## src/rtl/id_stage_ctrl_pkg.sv

```systemverilog
// Shared MCU-32X ISA constants and ID-stage state encoding.
package mcu32x_isa_pkg;

  localparam logic [6:0] OPC_LOAD   = 7'b0000011;
  localparam logic [6:0] OPC_OPIMM  = 7'b0010011;
  localparam logic [6:0] OPC_STORE  = 7'b0100011;
  localparam logic [6:0] OPC_BRANCH = 7'b1100011;
  localparam logic [6:0] OPC_OP     = 7'b0110011;

  // addi x0,x0,0
  localparam logic [31:0] NOP_INSTR = 32'h0000_0013;

  typedef enum logic [1:0] {
    ID_EMPTY = 2'd0,
    ID_VALID = 2'd1,
    ID_STALL = 2'd2
  } id_state_e;

  function automatic logic uses_rs1(input logic [6:0] opc);
    case (opc)
      OPC_LOAD, OPC_OPIMM, OPC_STORE, OPC_BRANCH, OPC_OP: uses_rs1 = 1'b1;
      default:                                            uses_rs1 = 1'b0;
    endcase
  endfunction

  function automatic logic uses_rs2(input logic [6:0] opc);
    case (opc)
      OPC_STORE, OPC_BRANCH, OPC_OP: uses_rs2 = 1'b1;
      default:                       uses_rs2 = 1'b0;
    endcase
  endfunction

endpackage

```

## src/rtl/id_stage_ctrl_if.sv

```systemverilog
// Fetch -> ID -> EX handshake bundle seen by the decode-stage controller.
interface id_stage_ctrl_if;

  logic        if_valid;
  logic [31:0] if_instr;
  logic [31:0] if_pc;
  logic        if_ready;

  logic        id_valid;
  logic [31:0] id_instr;
  logic [31:0] id_pc;
  logic        ex_ready;
  logic        ex_is_load;
  logic [4:0]  ex_rd;

  logic        flush;

  // Driven by fetch/EX/redirect side
  modport master (
    output if_valid, if_instr, if_pc, ex_ready, ex_is_load, ex_rd, flush,
    input  if_ready, id_valid, id_instr, id_pc
  );

  // Seen by the ID-stage controller
  modport slave (
    input  if_valid, if_instr, if_pc, ex_ready, ex_is_load, ex_rd, flush,
    output if_ready, id_valid, id_instr, id_pc
  );

endinterface

```

## src/rtl/id_stage_ctrl_hazard.sv

```systemverilog
// Load-use hazard detect for one instruction against the load in EX.
// Kept standalone so the forwarding unit can reuse it.
module id_hazard_unit
  import mcu32x_isa_pkg::*;
(
  input  logic [31:0] instr,
  input  logic        ex_is_load,
  input  logic [4:0]  ex_rd,
  output logic        hazard
);

  logic use1;
  logic use2;
  logic unused_instr_bits;

  assign unused_instr_bits = ^{instr[31:25], instr[14:7]};

  // Source-register decode and match; x0 never interlocks
  always_comb begin
    use1   = uses_rs1(instr[6:0]);
    use2   = uses_rs2(instr[6:0]);
    hazard = ex_is_load && (ex_rd != 5'd0) &&
             ((use1 && (instr[19:15] == ex_rd)) ||
              (use2 && (instr[24:20] == ex_rd)));
  end

endmodule

```

## src/rtl/id_stage_ctrl.sv

```systemverilog
// ID-stage sequencer: owns the IF/ID register, runs the fetch/EX handshake,
// interlocks load-use hazards and kills the slot on redirect.
//
// state    | meaning
// ---------+---------------------------------------------------
// ID_EMPTY | slot holds NOP, nothing to issue
// ID_VALID | slot full, instruction issuable to EX
// ID_STALL | slot full, held back by a load-use interlock
module id_stage_ctrl
  import mcu32x_isa_pkg::*;
#(
  parameter logic [31:0] RESET_PC  = 32'h0000_0000,
  parameter logic [31:0] NOP_INSTR = mcu32x_isa_pkg::NOP_INSTR,
  parameter int unsigned CNT_W     = 16
) (
  input  logic             clk,
  input  logic             rst,
  id_stage_ctrl_if.slave   pipe,
  output logic             hazard,
  output logic [CNT_W-1:0] stall_cnt,
  output logic [CNT_W-1:0] flush_cnt
);

  localparam logic [CNT_W-1:0] CNT_ONE = {{(CNT_W-1){1'b0}}, 1'b1};

  id_state_e   state_q;
  id_state_e   state_d;
  logic [31:0] instr_q;
  logic [31:0] pc_q;

  logic full;
  logic hz_held;
  logic hz_new;
  logic fire_out;
  logic accept;
  logic load_en;
  logic clear_en;

  // Held instruction checked against EX now; incoming one predicts next state
  id_hazard_unit u_hz_held (
    .instr      (instr_q),
    .ex_is_load (pipe.ex_is_load),
    .ex_rd      (pipe.ex_rd),
    .hazard     (hz_held)
  );

  id_hazard_unit u_hz_new (
    .instr      (pipe.if_instr),
    .ex_is_load (pipe.ex_is_load),
    .ex_rd      (pipe.ex_rd),
    .hazard     (hz_new)
  );

  // State register
  always_ff @(posedge clk) begin
    if (rst) state_q <= ID_EMPTY;
    else     state_q <= state_d;
  end

  // Next state: flush > fetch load (incl. drain+fill) > drain > hold
  always_comb begin
    state_d  = state_q;
    load_en  = 1'b0;
    clear_en = 1'b0;
    if (pipe.flush) begin
      state_d  = ID_EMPTY;
      clear_en = 1'b1;
    end else if (accept) begin
      state_d  = hz_new ? ID_STALL : ID_VALID;
      load_en  = 1'b1;
    end else if (fire_out) begin
      state_d  = ID_EMPTY;
      clear_en = 1'b1;
    end else if (state_q != ID_EMPTY) begin
      state_d  = hz_held ? ID_STALL : ID_VALID;
    end
  end

  // Handshake outputs; reset forces the slot to look empty immediately
  always_comb begin
    full          = (state_q != ID_EMPTY) && !rst;
    hazard        = full && hz_held;
    pipe.id_valid = full && !hz_held;
    fire_out      = pipe.id_valid && pipe.ex_ready;
    pipe.if_ready = !full || fire_out || pipe.flush;
    accept        = pipe.if_valid && pipe.if_ready && !pipe.flush;
    pipe.id_instr = instr_q;
    pipe.id_pc    = pc_q;
  end

  // IF/ID register; an empty slot always carries NOP into decode
  always_ff @(posedge clk) begin
    if (rst) begin
      instr_q <= NOP_INSTR;
      pc_q    <= RESET_PC;
    end else if (load_en) begin
      instr_q <= pipe.if_instr;
      pc_q    <= pipe.if_pc;
    end else if (clear_en) begin
      instr_q <= NOP_INSTR;
    end
  end

  // Saturating performance counters
  always_ff @(posedge clk) begin
    if (rst) begin
      stall_cnt <= '0;
      flush_cnt <= '0;
    end else begin
      if (hazard && (stall_cnt != '1))
        stall_cnt <= stall_cnt + CNT_ONE;
      if (pipe.flush && full && (flush_cnt != '1))
        flush_cnt <= flush_cnt + CNT_ONE;
    end
  end

endmodule
```

## src/flat_wrapper.sv

```systemverilog
// flat-port wrapper written by rule: the top's interface ports become plain ports
module id_stage_ctrl_flat import mcu32x_isa_pkg::*;
#(
  parameter logic [31:0] RESET_PC  = 32'h0000_0000,
  parameter logic [31:0] NOP_INSTR = mcu32x_isa_pkg::NOP_INSTR,
  parameter int unsigned CNT_W     = 16
)
  (clk, rst, hazard, stall_cnt, flush_cnt, pipe_if_valid, pipe_if_instr, pipe_if_pc, pipe_ex_ready, pipe_ex_is_load, pipe_ex_rd, pipe_flush, pipe_if_ready, pipe_id_valid, pipe_id_instr, pipe_id_pc);
  id_stage_ctrl_if pipe_i ();
  input  logic clk;
  input  logic rst;
  output logic hazard;
  output logic [CNT_W-1:0] stall_cnt;
  output logic [CNT_W-1:0] flush_cnt;
  input wire logic [$bits(pipe_i.if_valid)-1:0] pipe_if_valid;
  input wire logic [$bits(pipe_i.if_instr)-1:0] pipe_if_instr;
  input wire logic [$bits(pipe_i.if_pc)-1:0] pipe_if_pc;
  input wire logic [$bits(pipe_i.ex_ready)-1:0] pipe_ex_ready;
  input wire logic [$bits(pipe_i.ex_is_load)-1:0] pipe_ex_is_load;
  input wire logic [$bits(pipe_i.ex_rd)-1:0] pipe_ex_rd;
  input wire logic [$bits(pipe_i.flush)-1:0] pipe_flush;
  output wire logic [$bits(pipe_i.if_ready)-1:0] pipe_if_ready;
  output wire logic [$bits(pipe_i.id_valid)-1:0] pipe_id_valid;
  output wire logic [$bits(pipe_i.id_instr)-1:0] pipe_id_instr;
  output wire logic [$bits(pipe_i.id_pc)-1:0] pipe_id_pc;
  assign pipe_i.if_valid = pipe_if_valid;
  assign pipe_i.if_instr = pipe_if_instr;
  assign pipe_i.if_pc = pipe_if_pc;
  assign pipe_i.ex_ready = pipe_ex_ready;
  assign pipe_i.ex_is_load = pipe_ex_is_load;
  assign pipe_i.ex_rd = pipe_ex_rd;
  assign pipe_i.flush = pipe_flush;
  assign pipe_if_ready = pipe_i.if_ready;
  assign pipe_id_valid = pipe_i.id_valid;
  assign pipe_id_instr = pipe_i.id_instr;
  assign pipe_id_pc = pipe_i.id_pc;
  id_stage_ctrl #(.RESET_PC(RESET_PC), .NOP_INSTR(NOP_INSTR), .CNT_W(CNT_W)) u_core (.clk(clk), .rst(rst), .pipe(pipe_i), .hazard(hazard), .stall_cnt(stall_cnt), .flush_cnt(flush_cnt));
endmodule
```

## config.mk

```make
export PLATFORM = sky130hd
export DESIGN_NAME = id_stage_ctrl_flat
export DESIGN_NICKNAME = d
export VERILOG_FILES = /design/src/rtl/id_stage_ctrl_pkg.sv /design/src/rtl/id_stage_ctrl_if.sv /design/src/rtl/id_stage_ctrl_hazard.sv /design/src/rtl/id_stage_ctrl.sv /design/src/flat_wrapper.sv
export SDC_FILE = /design/constraint.sdc
export NUM_CORES = 1
export LEC_CHECK = 0
export ABC_CLOCK_PERIOD_IN_PS = 5510
export CAP_MARGIN = 40
export CORE_UTILIZATION = 25
export DETAILED_ROUTE_END_ITERATION = 6
export GPL_TIMING_DRIVEN = 0
export PLACE_DENSITY_LB_ADDON = 0.15
export SETUP_SLACK_MARGIN = 0.5
export SKIP_LAST_GASP = 1
export SYNTH_ARGS = -nofsm -noshare
export SYNTH_HDL_FRONTEND = slang
export SYNTH_SLANG_ARGS = --single-unit
```

## constraint.sdc

```tcl
create_clock -name clk -period 5.51 [get_ports clk]
set_clock_uncertainty 0.15 [all_clocks]
set_input_delay 1.102 -clock clk [delete_from_list [all_inputs] [get_ports clk]]
set_output_delay 1.102 -clock clk [all_outputs]
set_load 0.03 [all_outputs]
```

==> results.json, run 1 <==
{
  "cts.sinks": 98,
  "synthesis.area_sq_um": 4168,
  "ctsHoldBuffers": 0,
  "vias_per_cell": 4.537,
  "switchingPower_w": 0.0003985,
  "synthArstFlopShare": 0,
  "syn-instance-count": 420,
  "cellLeakagePower_nw": 2.593,
  "via_count": 3716,
  "netlist-cell-type-count": 50,
  "die_area_sq_um": 17190,
  "status": "finished, final reports clean",
  "slew_headroom": 0.4931,
  "worstPathRequired_ns": 4.26,
  "pwr-share-seq": 0.458,
  "drt_wl_total_um": 12210,
  "max_stage_delay_ns": 0.62,
  "finalCritPeriodShare": 0.8276,
  "p_per_area_nw_per_um2": 251.3,
  "diodes": 0,
  "yosys_warnings": 0,
  "area_growth_pct": 54.10,
  "irDropWorstVdd_mv": 0.1370,
  "rows": 46,
  "internal_power_w": 0.001216,
  "final_cell_mix": "167 x clkdlybuf4s50_1, 98 x dfxtp_1, 71 x nor2_1, 35 x mux2i_1, 29 x a22o_1",
  "finalHoldViolCount": 0,
  "ys_seq_elements": 98,
  "critPathCaptureType": "output pin",
  "wl_per_cell_um": 14.91,
  "cap_violations": 0,
  "critPathKind": "in2out",
  "synth_edf_count": 0,
  "crit_fanout": 8,
  "cts_buffer_depth": 2,
  "slew_violations": 0,
  "layout_commonest_cell": "clkdlybuf4s50_1",
  "grt_usage": 0.1454,
  "hpwl_um": 9228,
  "grt_pass1_vias": 3773,
  "ys_seq_area_frac": 0.4707,
  "power_w": 0.001614,
  "synth.avg_cell_area_sq_um": 9.923,
  "hold_slack_ns": 0.3280,
  "ant_nets": 0,
  "clk_latency_ns": 0.35,
  "cp.arrival_ns": 3.31,
  "hp-class": "reg2reg",
  "worst-slew-pin-transition_ns": 0.7534,
  "nFillCells": 1566,
  "slowest_stage": "clkdlybuf4s50_1",
  "boundaryPins": 174,
  "drive_above_1_share": 0.06633,
  "numCtsBuffers": 9,
  "start_util": 0.2595,
  "clk_pin_slew_ns": 0.07,
  "grt_overflow": 0,
  "pwr-share-comb": 0.134,
  "cts_resized": 0,
  "setup_violations": 0,
  "cts_root_buffer": "clkbuf_16",
  "layout.nets": 675,
  "fin_setup_tns_ns": 0,
  "worst_path_most_repeated_cell": "clkdlybuf4s50_1",
  "cts_setup_buffers": 0,
  "grt_pass1_wl_um": 19780,
  "cts_tree": "yes",
  "core_area_sq_um": 16060,
  "period_needed_ns": 4.560,
  "die_w_um": 131.1,
  "drc": 0,
  "die_y_um": 131.1,
  "worstPathCellList": "clkdlybuf4s50_1, o21ai_2, or4_4, nor2_2, o211ai_1, clkdlybuf4s50_1",
  "antenna_found_initial": 0,
  "routabilityCongestion": 0.7929,
  "drt_iter0_drc": 140,
  "clkPwrFrac": 0.408,
  "drtPass1Iterations": 4,
  "grt_max_degree": 17,
  "synth_flop_cell": "dfxtp_1",
  "crit_path_start_kind": "input port",
  "io_buffers": 167,
  "cts_max_level": 3,
  "grt_setup_unrepaired": "false",
  "fmax_ghz": 0.2193,
  "switching_share": 0.2469,
  "syn-num-nets": 497
}
-- cells in the mapped netlist, types with 6 or more instances --
library cell,number,area [sq um]
nor2_1,71,266.5
nor2b_1,9,56.30
inv_1,7,26.28
nand4_1,14,87.58
dfxtp_1,98,1962
mux2_1,9,101.4
buf_4,7,52.55
nand2_1,12,45.04
a22o_1,29,254.0
and3_1,9,56.30
clkbuf_1,9,33.78
xor2_1,28,245.2
nand3_1,11,55.05
xnor2_1,6,52.55
mux2i_1,35,350.3
-- through the flow --
step                worst slack [ns]    util  area [sq um]  cells
floorplan                      1.563       -          4168    420
global placement              0.9584  0.3805          6110    803
detailed placement            0.9605  0.3805          6110    803
CTS                           0.9571  0.4000          6422    819
global route                  0.8217  0.4000          6422    819
finish                        0.9497  0.4000          6422    819
-- power by group through the flow --
stage	clock network, W	registers, W	logic [W]
6_report	0.000659	0.000740	0.000216
2_1_floorplan	0	0.000792	0.0000693
3_3_place_gp	0	0.000755	0.000216
3_5_place_dp	0	0.000755	0.000217
4_1_cts	0.000688	0.000740	0.000218
5_1_grt	0.000719	0.000742	0.000231
-- sequential cells by signal, summed over array words and instances (netlist names) --
name,count
u_core.state_q,2
u_core.pipe.id_pc,32
u_core.pipe.id_instr,32
u_core.flush_cnt,16
u_core.stall_cnt,16
-- layer usage --
| layer | GRT usage | wire (um) | up-vias |
|---|---|---|---|
| met5 | 0 | 0 | - |
| li1 | - | - | 1841 |
| met4 | 0.05294 | 146 | 0 |
| met1 | 0.1789 | 5496 | 1767 |
| met2 | 0.2385 | 5871 | 100 |
| met3 | 0.04360 | 694 | 8 |
-- layout make-up --
class,instances,area (sq um),area share
sequential,98,1962,0.3055
timing repair buffer,167,1672,0.2603
clock buffer,11,252.7,0.03935
inverter,7,26.28,0.004091
buffer,24,137.6,0.02143
tap,216,270.3,0.04208
clock inverter,5,60.06,0.009351
multi-input combinational,291,2042,0.3179
-- final timing paths --
check,depth (start not counted),slack (ns),startpoint,endpoint
max,6,0.95,pipe_ex_is_load,pipe_if_ready
min,1,0.33,u_core.pipe.id_instr[26]$_SDFFE_PP0P_,u_core.pipe.id_instr[26]$_SDFFE_PP0P_
max reg2reg,8,2.84,u_core.pipe.id_instr[23]$_SDFFE_PP0P_,u_core.pipe.id_instr[28]$_SDFFE_PP0P_
min reg2reg,1,0.33,u_core.pipe.id_instr[26]$_SDFFE_PP0P_,u_core.pipe.id_instr[26]$_SDFFE_PP0P_
-- cell families after synthesis --
group | Yosys count | share of synthesized area
and+or+nand+nor | 152 | 0.1843
DFF | 98 | 0.4707
AOI/OAI and AO/OA | 58 | 0.1171
muxes | 45 | 0.1111
xor gates and xnor gates | 34 | 0.07145
buffers and inverters | 31 | 0.03933
adders and majority gates | 2 | 0.006003
-- worst max-delay path: cells and delay by family --
family          cells  cell delay [ns]
compound gates      2             0.25
simple gates        2             0.85
buf+inv             2             1.11
(Power assumes the default switching activity.)
==> inputs of run 2 (changes only) <==
--- a/config.mk
+++ b/config.mk
@@ -5,7 +5,7 @@
 export SDC_FILE = /design/constraint.sdc
 export NUM_CORES = 1
 export LEC_CHECK = 0
-export ABC_CLOCK_PERIOD_IN_PS = 5510
+export ABC_CLOCK_PERIOD_IN_PS = 4500
 export CAP_MARGIN = 40
 export CORE_UTILIZATION = 25
 export DETAILED_ROUTE_END_ITERATION = 6
==> constraint.sdc (replaced) <==
create_clock -name clk -period 4.5 [get_ports clk]
set_clock_uncertainty 0.15 [all_clocks]
set_input_delay 0.9 -clock clk [delete_from_list [all_inputs] [get_ports clk]]
set_output_delay 0.9 -clock clk [all_outputs]
set_load 0.03 [all_outputs]
==> run 2 against run 1 <==
  * Wire length did not move
  * Via count did not move
  * Global-route usage did not move
  * Largest power group unchanged
  * Combinational power rose by 22%
  * Cell count did not move
  * Critical endpoint unchanged
  * Largest cell class unchanged
  * First-iteration DRC count did not move
  * Count of clock-buffer cells in the layout did not move
==> results.json, run 2 (synthesis results as in run 1) <==
{
  "setup_violations": 0,
  "grt_pass1_wl_um": 19780,
  "max_stage_delay_ns": 0.55,
  "clk_latency_ns": 0.35,
  "grt_usage": 0.1454,
  "p_per_area_nw_per_um2": 307.9,
  "ctsHoldBuffers": 0,
  "finalCritPeriodShare": 0.8700,
  "critPathKind": "in2out",
  "grt_max_degree": 17,
  "die_y_um": 131.1,
  "fin_setup_tns_ns": 0,
  "dr_wl_met2_um": 5871,
  "hpwl_um": 9228,
  "die_area_sq_um": 17190,
  "layoutNonFillerInstCount": 819,
  "hp-class": "reg2reg",
  "irDropWorstVdd_mv": 0.1678,
  "crit_fanout": 8,
  "routabilityCongestion": 0.7929,
  "worst-slew-pin-transition_ns": 0.7534,
  "period_needed_ns": 3.915,
  "die_w_um": 131.1,
  "cts_tree": "yes",
  "io_buffers": 167,
  "core_area_sq_um": 16060,
  "drt_iter0_drc": 140,
  "path_buf_inv": 2,
  "start_util": 0.2595,
  "cellLeakagePower_nw": 2.600,
  "vias_per_cell": 4.537,
  "worstPathRequired_ns": 3.45,
  "place_ws_ns": 0.3545,
  "ant_nets": 0,
  "dp_cells": 803,
  "critPathCaptureType": "output pin",
  "layout_commonest_cell": "clkdlybuf4s50_1",
  "slew_headroom": 0.4931,
  "slowest_stage": "or4_4",
  "crit_path_start_kind": "input port",
  "stdcell_area_sq_um": 6419,
  "grt_pass1_vias": 3773,
  "layout.nets": 675,
  "boundaryPins": 174,
  "setup_ws_ns": 0.5852,
  "fmax_ghz": 0.2554,
  "wl_met1_um": 5491,
  "finalHoldViolCount": 0,
  "slew_violations": 0,
  "route.met3.wl_um": 699,
  "grt_setup_unrepaired": "false",
  "grt_overflow": 0,
  "hold_slack_ns": 0.3280,
  "cts_buffer_depth": 2,
  "drc": 0,
  "numCtsBuffers": 9,
  "area_growth_pct": 54.01,
  "wl_per_cell_um": 14.91,
  "clk_pin_slew_ns": 0.07,
  "drtPass1Iterations": 4,
  "drt_wl_total_um": 12210,
  "cts_root_buffer": "clkbuf_16",
  "placed_area_sq_um": 6110,
  "via_count": 3716,
  "drive_above_1_share": 0.06633,
  "cp.arrival_ns": 2.86,
  "status": "finished, final reports clean",
  "cap_violations": 0,
  "final_cell_mix": "164 x clkdlybuf4s50_1, 98 x dfxtp_1, 71 x nor2_1, 35 x mux2i_1, 29 x a22o_1",
  "top_layer": "met4",
  "cp_top_family": "buffers and inverters",
  "rows": 46,
  "antenna_found_initial": 0,
  "cts.sinks": 98,
  "diodes": 0,
  "cts_max_level": 3,
  "worstPathCellList": "clkdlybuf4s50_1, o21ai_2, or4_4, nor2_2, o211ai_1, dlygate4sd2_1"
}
## run 2: changes by cell type in the layout (fill, tap and decap cells not counted)
cell / change
clkdlybuf4s50_1: -3
dlygate4sd2_1: +3
## run 2: layout make-up
cell class                 instances  area, sq um
fill                            1569         9639
tap                              216        270.3
buffer                            24        137.6
clock buffer                      11        252.7
multi-input combinational        291         2042
clock inverter                     5        60.06
inverter                           7        26.28
timing repair buffer             167         1668
sequential                        98         1962
## run 2: worst paths after layout
check / startpoint / end / slack (ns) / cells after the start
setup / recovery: pipe_ex_is_load / pipe_if_ready / 0.59 / 6
hold reg to reg: u_core.pipe.id_instr[26]$_SDFFE_PP0P_ / u_core.pipe.id_instr[26]$_SDFFE_PP0P_ / 0.33 / 1
hold / removal: u_core.pipe.id_instr[26]$_SDFFE_PP0P_ / u_core.pipe.id_instr[26]$_SDFFE_PP0P_ / 0.33 / 1
setup reg to reg: u_core.pipe.id_instr[23]$_SDFFE_PP0P_ / u_core.pipe.id_instr[28]$_SDFFE_PP0P_ / 1.83 / 8
## run 2: layer usage
layer / vias to the layer above / GRT usage
met5: - / 0
met1: 1767 / 0.1789
li1: 1841 / -
met2: 100 / 0.2385
met3: 8 / 0.04360
met4: 0 / 0.05294
## run 2: power breakdown
part	total (W)	internal (W)	switching [W]
Clock	0.000807	0.000463	0.000343
Combinational	0.000264	0.000134	0.000130
Sequential	0.000906	0.000891	0.0000150
Total	0.00198	0.00149	0.000488
## run 2: repair_timing
item                       in CTS  in global routing
setup buffers                   0                  0
gates resized for setup         3                  0
setup endpoints to repair       3                  0
## run 2: metrics by stage
stage          power, W    util
2_1_floorplan  0.001055       -
3_3_place_gp   0.001189  0.3805
3_5_place_dp   0.001191  0.3805
4_1_cts        0.002015  0.3997
5_1_grt        0.002072  0.3997
6_report       0.001976  0.3997
## run 2: worst reg2reg max path: stages, from the launching register on
cell and delay (ns):
dfxtp_1 0.33, xor2_1 0.17, nor4_1 0.43, a22oi_1 0.30
o31ai_4 0.46, nor2_1 0.10, buf_2 0.22, buf_2 0.21
a22o_1 0.20
